### src/rtl/apple1_display_port.sv
// Apple-1 PIA display front end: synchronises the character bus and DA strobe, queues characters,
// drives RDA back-pressure and debounces the clear button. Optional macro: LOWERCASE_FOLD_EN.
module apple1_display_port #(
  parameter int DATA_W          = 7,
  parameter int DEPTH           = 16,
  parameter int SYNC_STAGES     = 2,
  parameter int DEBOUNCE_CYCLES = 4096,
  parameter int RDA_MARGIN      = 2
) (
  input  logic                     clk,
  input  logic                     rst,
  input  logic [DATA_W-1:0]        rd_in,
  input  logic                     da_in,
  input  logic                     clr_btn,
  output logic                     rda_out,
  output logic [DATA_W-1:0]        char_data,
  output logic                     char_valid,
  input  logic                     char_ready,
  output logic                     clr_out,
  output logic [$clog2(DEPTH):0]   fifo_count,
  output logic                     overflow
);
  localparam int PW  = $clog2(DEPTH);
  localparam int CW  = PW + 1;
  localparam int DBW = $clog2(DEBOUNCE_CYCLES) + 1;

  typedef enum logic {IDLE_LO, IDLE_HI} db_state_t;

  logic [SYNC_STAGES-1:0][DATA_W-1:0] rd_sync;
  logic [SYNC_STAGES-1:0]             da_sync_q, clr_sync_q, vld_pipe;
  logic                               da_sync, da_prev, push, pop, wr_en, full;
  logic [DATA_W-1:0]                  push_data;
  logic [DATA_W-1:0]                  mem [DEPTH];
  logic [PW-1:0]                      wr_ptr, rd_ptr;
  logic [CW-1:0]                      count_next;
  logic                               rda_next;

  // da_prev is held high until the chains refill after reset, so a DA line that
  // is already high when reset releases cannot look like a fresh rising edge.
  always_ff @(posedge clk) begin
    if (rst) begin
      rd_sync    <= '0;
      da_sync_q  <= '0;
      clr_sync_q <= '0;
      vld_pipe   <= '0;
      da_prev    <= 1'b1;
    end else begin
      rd_sync    <= {rd_sync[SYNC_STAGES-2:0], rd_in};
      da_sync_q  <= {da_sync_q[SYNC_STAGES-2:0], da_in};
      clr_sync_q <= {clr_sync_q[SYNC_STAGES-2:0], clr_btn};
      vld_pipe   <= {vld_pipe[SYNC_STAGES-2:0], 1'b1};
      da_prev    <= da_sync | ~vld_pipe[SYNC_STAGES-1];
    end
  end

  assign da_sync = da_sync_q[SYNC_STAGES-1];
  assign push    = da_sync & ~da_prev;

  always_comb begin
    push_data = rd_sync[SYNC_STAGES-1];
`ifdef LOWERCASE_FOLD_EN
    if (push_data[6:0] >= 7'h61 && push_data[6:0] <= 7'h7A)
      push_data[6:0] = push_data[6:0] - 7'h20;
`endif
  end

  // FIFO: a full FIFO still accepts a push when a pop frees the head that cycle.
  assign char_valid = (fifo_count != '0);
  assign full       = (fifo_count == CW'(DEPTH));
  assign pop        = char_valid & char_ready;
  assign wr_en      = push & (~full | pop) & ~clr_out;
  assign char_data  = char_valid ? mem[rd_ptr] : '0;

  always_comb begin
    count_next = fifo_count;
    if (clr_out)            count_next = '0;
    else if (wr_en && !pop) count_next = fifo_count + CW'(1);
    else if (!wr_en && pop) count_next = fifo_count - CW'(1);
  end
  assign rda_next = (count_next <= CW'(DEPTH - RDA_MARGIN));

  always_ff @(posedge clk) begin
    if (wr_en) mem[wr_ptr] <= push_data;
  end

  always_ff @(posedge clk) begin
    if (rst || clr_out) begin
      wr_ptr     <= '0;
      rd_ptr     <= '0;
      fifo_count <= '0;
      overflow   <= 1'b0;
      rda_out    <= 1'b1;
    end else begin
      if (wr_en) wr_ptr <= wr_ptr + PW'(1);
      if (pop)   rd_ptr <= rd_ptr + PW'(1);
      if (push && full && !pop) overflow <= 1'b1;
      fifo_count <= count_next;
      rda_out    <= rda_next;
    end
  end

  // Clear-button debounce: a level must persist DEBOUNCE_CYCLES before it is taken.
  db_state_t        state, state_nx;
  logic [DBW-1:0]   cnt, cnt_nx;
  logic             clr_lvl, clr_fire;

  assign clr_lvl = clr_sync_q[SYNC_STAGES-1];

  always_ff @(posedge clk) begin
    if (rst) begin
      state   <= IDLE_LO;
      cnt     <= '0;
      clr_out <= 1'b0;
    end else begin
      state   <= state_nx;
      cnt     <= cnt_nx;
      clr_out <= clr_fire;
    end
  end

  always_comb begin
    state_nx = state;
    cnt_nx   = '0;
    if (clr_lvl != (state == IDLE_HI)) begin
      if (cnt == DBW'(DEBOUNCE_CYCLES - 1))
        state_nx = (state == IDLE_HI) ? IDLE_LO : IDLE_HI;
      else
        cnt_nx = cnt + DBW'(1);
    end
  end

  always_comb clr_fire = (state == IDLE_LO) && (state_nx == IDLE_HI);

endmodule
### config.mk
export PLATFORM = sky130hd
export DESIGN_NAME = apple1_display_port
export DESIGN_NICKNAME = d
export VERILOG_FILES = /design/src/rtl/apple1_display_port.sv
export SDC_FILE = /design/constraint.sdc
export NUM_CORES = 1
export LEC_CHECK = 0
export BUFFER_PORTS_ARGS = -buffer_cell sky130_fd_sc_hd__buf_2
export CAP_MARGIN = 20
export CORE_MARGIN = 1.5
export CORE_UTILIZATION = 61
export DETAILED_ROUTE_END_ITERATION = 10
export GPL_TIMING_DRIVEN = 0
export PLACE_DENSITY = 0.79
export SYNTH_ARGS = -nofsm -noshare
export SYNTH_HDL_FRONTEND = slang
export SYNTH_SLANG_ARGS = --single-unit
### constraint.sdc
create_clock -name clk -period 3.2 [get_ports clk]
set_clock_uncertainty 0.1 [all_clocks]
set_input_delay 0.32 -clock clk [delete_from_list [all_inputs] [get_ports clk]]
set_output_delay 0.32 -clock clk [all_outputs]
set_load 0.005 [all_outputs]
==> results of run 1 <==
-- where the power goes --
| part | switching [mW] | internal [mW] |
|---|---|---|
| Clock | 0.829 | 1.03 |
| Sequential | 0.0683 | 2.34 |
| Combinational | 0.408 | 0.399 |
| Total | 1.31 | 3.77 |
-- cells by family after synthesis --
logic type / count (synthesis) / synth area share [%]
buf+inv: 26 / 2.060
compound gates: 18 / 2.099
fa+ha+maj: 9 / 1.679
flops: 167 / 68.07
mux: 38 / 13.51
simple gates: 120 / 9.786
xor+xnor: 21 / 2.804
-- layer usage --
layer | routed length, µm | track usage, % | vias up | part of all wire (%)
met3 | 687 | 5.228 | 20 | 5.5
met5 | 0 | 0 | - | 0
li1 | - | - | 1633 | -
met1 | 5270 | 33.25 | 1795 | 42
met4 | 227 | 8.476 | 0 | 1.8
met2 | 6389 | 39.61 | 150 | 51
-- metrics by stage --
stage | instance area [µm²] | setup slack (ns) | power [mW]
detailed placement | 6877 | 0.3083 | 3.255
CTS | 7516 | 0.01192 | 5.109
floorplan | 6559 | 0.8761 | 2.995
global placement | 6864 | 0.3092 | 3.225
global route | 7531 | 0.06396 | 5.268
finish | 7531 | 0.1583 | 5.079
-- synth_stat cells (2+ instances only) --
| cell | instances | share of area, % |
|---|---|---|
| mux2i_1 | 3 | 0.46 |
| a221oi_1 | 2 | 0.27 |
| a21oi_1 | 3 | 0.23 |
| dfxtp_1 | 55 | 17 |
| o21ai_0 | 4 | 0.31 |
| buf_2 | 2 | 0.15 |
| inv_1 | 10 | 0.57 |
| nor4b_2 | 2 | 0.46 |
| mux4_2 | 17 | 5.8 |
| nor2_1 | 36 | 2.1 |
| nor3_1 | 6 | 0.46 |
| mux4_1 | 18 | 7.2 |
| buf_1 | 4 | 0.23 |
| nand3_1 | 5 | 0.38 |
| edfxtp_1 | 112 | 51 |
| clkbuf_1 | 7 | 0.40 |
| and3_1 | 2 | 0.19 |
| nand2_1 | 19 | 1.1 |
| xnor2_1 | 11 | 1.5 |
| nor3b_1 | 2 | 0.23 |
| nand2b_1 | 2 | 0.19 |
| ha_1 | 8 | 1.5 |
| nor2b_1 | 19 | 1.8 |
| and2_1 | 10 | 0.95 |
| nand4_1 | 7 | 0.67 |
| xor2_1 | 10 | 1.3 |
| or3_1 | 4 | 0.38 |
| a31oi_1 | 2 | 0.19 |
-- cell type report --
type	instances	area, µm²
multi-input cells	206	1959
inverters	10	37.54
flip-flops and latches	167	4464
well taps	136	170.2
fillers	618	2839
plain buffers	15	97.59
clock buffers	17	414.1
repair buffers	41	260.3
clock inverters	15	127.6
-- what timing repair did --
| item | CTS | global route |
|---|---|---|
| hold buffers | 10 | 0 |
| gates resized for setup | 1 | 1 |
| endpoints found under the setup margin | 5 | 7 |
| endpoints found under the hold margin | 11 | 0 |
-- path summary, 6_finish.rpt --
| check | from | end | depth (start not counted) |
|---|---|---|---|
| worst max-delay path | flip-flop | char_data[1] | 6 |
| worst min-delay path | char_ready | fifo_count[4] | 2 |
| worst max register to register | fifo_count[0] | mem[1][5] | 7 |
| worst min register to register | vld_pipe[1] | da_prev | 1 |
-- flip-flops by register name (all words and copies together), names as in the netlist, 4 cells and up, named ones only --
register,cells
push_data,7
rd_ptr,4
mem,112
cnt,13
wr_ptr,4
fifo_count,5
rd_sync,7
==> impl_metrics.csv, run 1 <==
group,metric,value,unit
clock_tree,cts_tree,"done",
status,status,"finished, final reports clean",
routing,wl_per_cell,20.71,µm
clock_tree,cts.clk_slew.worst_paths,0.07,ns
sta,period_needed,3.042,ns
critical_path,worstSetupStartpointType,"flip-flop",
sta,worstMarginPinSlew,0.8156,ns
grt,grt_first_pass_wirelength,20.03,mm
pwr,ir_drop,0.3390,mV
grt,grt_max_degree,20,
clock_tree,clk_path_buf_depth,2,
layout,final_core_util,72.62,%
synthesis,synthArstFlopShare,0,%
clock_tree,cts_made_buffers,17,
synthesis,yosysWarnings,0,
floorplanning,rows,37,
critical_path,reg2reg_slack,0.34,ns
layout,layout_commonest_cell,"edfxtp_1",
layout,final_cell_mix,"edfxtp_1 (112), dfxtp_1 (55), nor2_1 (36)",
routing,drt_first_pass_iters,5,
placed_design,place_congestion,0.8585,
routing,drt_iter0_markers,353,
layout,syn2layout_area_growth,14.82,%
critical_path,path_buf_inv,3,
layout,antennaDiodeCount,0,
layout,drive_above_1_share,18.90,%
critical_path,crit_chain,"clkbuf_4, buf_2, mux4_2, mux4_2, and2_1, buf_2",
clock_tree,htreeDepth,4,
pwr,p_leak,2.535,nW
clock_tree,numClockSinks,167,
sta,rsz0062_at_grt,"false",
floorplanning,initial_core_util,63.25,%
critical_path,crit_fanout,19,
floorplanning,pin_count,28,
floorplanning,die_h,106.7,µm
sta,holdWs,0.04317,ns
sta,drv_slew,0,
routing,routed_wl,12.57,mm
sta,setup_tns,0,ns
critical_path,slowest_stage,"mux4_2",
clock_tree,post_cts_buffers,0,
layout,fin_nets,478,
floorplanning,die_area,11380,µm²
grt,grt_use_total,24.43,%
critical_path,arrival,2.62,ns
sta,setup_violations,0,
critical_path,cp_slowest_stage_delay,0.48,ns
layout,instances_no_fill,607,
grt,grt-ovfl-total,0,
routing,drt-vias-per-instance,5.928,
clock_tree,root_buffer,"clkbuf_8",
synthesis,syn_nets,419,
routing,drc_errors,0,
floorplanning,core_area,10370,µm²
placed_design,dpl.cell_count,564,
synthesis,ys_ff_latch,167,
pwr,power.density,674.4,nW/µm²
flow_run,cap_violations,0,
critical_path,critPathKind,"flip-flop to output port",
synthesis,yosysSeqAreaShare,68.07,%
clock_tree,clock_latency,0.52,ns
routing,antenna_left,0,
synthesis,ys.flop_type,"edfxtp_1",
critical_path,path_delay_family,"multiplexers",
synthesis,synth_edf_count,112,
synthesis,avgSynthCellArea,16.44,µm²
synthesis,syn_inst,399,
synthesis,synth_cell_types,45,
grt,grt_pass1_vias,3632,
critical_path,end_kind,"output port",
routing,vias,3598,
grt,antenna_found_initial,0,
placed_design,hpwl,8.271,mm
synthesis,synth_area,6559,µm²
sta,slew-limit-headroom,45.21,%
sta,max_freq,0.3288,GHz
hold_path,hold_path_class,"input pin to flip-flop",
placed_design,portBuffers,27,
sta,fin_crit_sh,95.05,%
critical_path,worstPathRequired,2.78,ns
floorplanning,die_x,106.7,µm
sta,hold_viol_final,0,
Note: power is estimated with default switching activity, not from simulation.
==> run 2: changes to the inputs <==
--- a/config.mk
+++ b/config.mk
@@ -7,10 +7,12 @@
 export LEC_CHECK = 0
 export BUFFER_PORTS_ARGS = -buffer_cell sky130_fd_sc_hd__buf_2
 export CAP_MARGIN = 20
+export CORE_ASPECT_RATIO = 1.2
 export CORE_MARGIN = 1.5
 export CORE_UTILIZATION = 61
 export DETAILED_ROUTE_END_ITERATION = 10
 export GPL_TIMING_DRIVEN = 0
+export HOLD_SLACK_MARGIN = 0.05
 export PLACE_DENSITY = 0.79
 export SYNTH_ARGS = -nofsm -noshare
 export SYNTH_HDL_FRONTEND = slang
==> run 2 against run 1 <==
Net effect: hold slack improved by 0.098 ns; sequential share of layout area is 0.059 points lower; cell area about the same; clock power grew 3%; fmax increased by 3.6%; clock-buffer cell count is the same; die area hardly changed; combinational power down 2.5%; setup slack improved by 0.10 ns; non-clock buffer count down 1; via count fell by 3.9%; cell count shrank 1.3%; critical path type unchanged; critical endpoint unchanged; highest routed layer unchanged.
==> impl_metrics.csv, run 2 (synthesis gave the netlist of run 1 again) <==
group,metric,value,unit
grt,antenna_found_initial,0,
layout,top_register,"mem",
floorplanning,die_h,116.6,µm
grt,grt-ovfl-total,0,
clock_tree,cts.clk_slew.worst_paths,0.06,ns
sta,rsz0062_at_grt,"false",
clock_tree,cts_tree,"done",
critical_path,arrival,2.52,ns
clock_tree,post_cts_buffers,0,
grt,grt_max_degree,17,
pwr,p_leak,2.542,nW
sta,setup_tns,0,ns
grt,grt_pass1_vias,3500,
grt,grt_use_total,22.32,%
hold_path,hold_depth,2,
routing,drt_iter0_markers,227,
routing,drc_errors,0,
clock_tree,numClockSinks,167,
critical_path,critPathKind,"flip-flop to output port",
clock_tree,clk_path_buf_depth,2,
critical_path,crit_fanout,10,
critical_path,worst_r2r_path_depth,6,
critical_path,worstPathRequired,2.78,ns
sta,drv_slew,0,
sta,max_freq,0.3405,GHz
sta,slew-limit-headroom,28.49,%
routing,routed_wl,11.51,mm
layout,antennaDiodeCount,0,
hold_path,hold_path_class,"input pin to flip-flop",
floorplanning,rows,41,
placed_design,post-place-ws,0.2409,ns
layout,fin_nets,477,
clock_tree,cts_made_buffers,17,
routing,wl_per_cell,19.22,µm
routing,antenna_left,0,
pwr,power.density,677.8,nW/µm²
placed_design,portBuffers,27,
layout,layout_commonest_cell,"edfxtp_1",
sta,worstMarginPinSlew,1.064,ns
sta,fin_crit_sh,91.78,%
layout,final_core_util,71.68,%
floorplanning,die_area,11390,µm²
grt,grt_first_pass_wirelength,18.52,mm
critical_path,end_kind,"output port",
placed_design,hpwl,7.739,mm
clock_tree,root_buffer,"clkbuf_16",
floorplanning,initial_core_util,62.37,%
layout,syn2layout_area_growth,14.94,%
routing,drt_first_pass_iters,4,
layout,largest_reg_flops,112,
floorplanning,core_area,10520,µm²
layout,reg_top3,"mem: 112 flops, cnt: 13 flops",
placed_design,post_dp_cell_area,6855,µm²
placed_design,place_congestion,0.8588,
routing,vias,3457,
sta,setup_violations,0,
layout,final_area,7538,µm²
layout,final_cell_mix,"edfxtp_1 (112), dfxtp_1 (55), nor2_1 (36)",
critical_path,worstSetupStartpointType,"flip-flop",
clock_tree,htreeDepth,4,
floorplanning,die_x,97.66,µm
flow_run,cap_violations,0,
sta,period_needed,2.937,ns
sta,setup_ws,0.2631,ns
floorplanning,pin_count,28,
clock_tree,clock_latency,0.42,ns
sta,hold_viol_final,0,
status,status,"finished, final reports clean",
routing,drt-vias-per-instance,5.771,
pwr,power,5.110,mW
pwr,ir_drop,0.6051,mV
layout,drive_above_1_share,18.94,%
-- run 2: timing repair --
action / 4_1_cts / 5_1_grt
endpoints found under the setup margin: 1 / 1
resized for setup: 1 / 2
hold buffers: 10 / 0
pin swaps: 0 / 0
hold endpoints to repair: 10 / 0
-- run 2: path summary, 6_finish.rpt --
| kind | slack, ns | startpoint | endpoint |
|---|---|---|---|
| worst max-delay path | 0.26 | flip-flop | char_data[1] |
| worst min-delay path | 0.14 | char_ready | fifo_count[4] |
| worst max register to register | 0.41 | fifo_count[0] | mem[2][1] |
| worst min register to register | 0.29 | vld_pipe[1] | da_prev |
-- run 2: power breakdown --
group / internal [mW] / total, mW / switching [mW]
combinational: 0.399 / 0.788 / 0.390
clock: 1.09 / 1.92 / 0.832
sequential: 2.34 / 2.40 / 0.0631
total: 3.82 / 5.11 / 1.29
-- run 2: layout make-up --
type	count	area (µm²)
inverter	10	37.54
clock buffer	17	425.4
fill	619	2978
sequential	167	4464
tap	129	161.4
buffer	16	100.1
clock inverter	15	142.6
timing repair buffer	39	247.7
multi-input combinational	206	1959
-- run 2: critical path, stage by stage, from the launching register on --
cell	delay [ns]
dfxtp_1	0.30
buf_2	0.26
buf_2	0.32
mux4_2	0.39
mux4_2	0.52
and2_1	0.18
buf_2	0.12
-- run 2: metrics by stage --
stage | hold slack, ns | instances
final | 0.1408 | 599
after global placement | 0.2706 | 555
after CTS | 0.1240 | 597
after detailed placement | 0.2735 | 555
after global routing | 0.1527 | 599
after floorplan | 0.2650 | 399
-- run 2: layer usage --
layer	part of all wire, %	routed length, µm	vias to the layer above	global-route usage, %
met5	0	0	-	0
met4	1.1	128	0	7.714
met3	3.8	434	11	4.907
met2	53	6134	86	39.35
met1	42	4817	1719	27.70
li1	-	-	1641	-
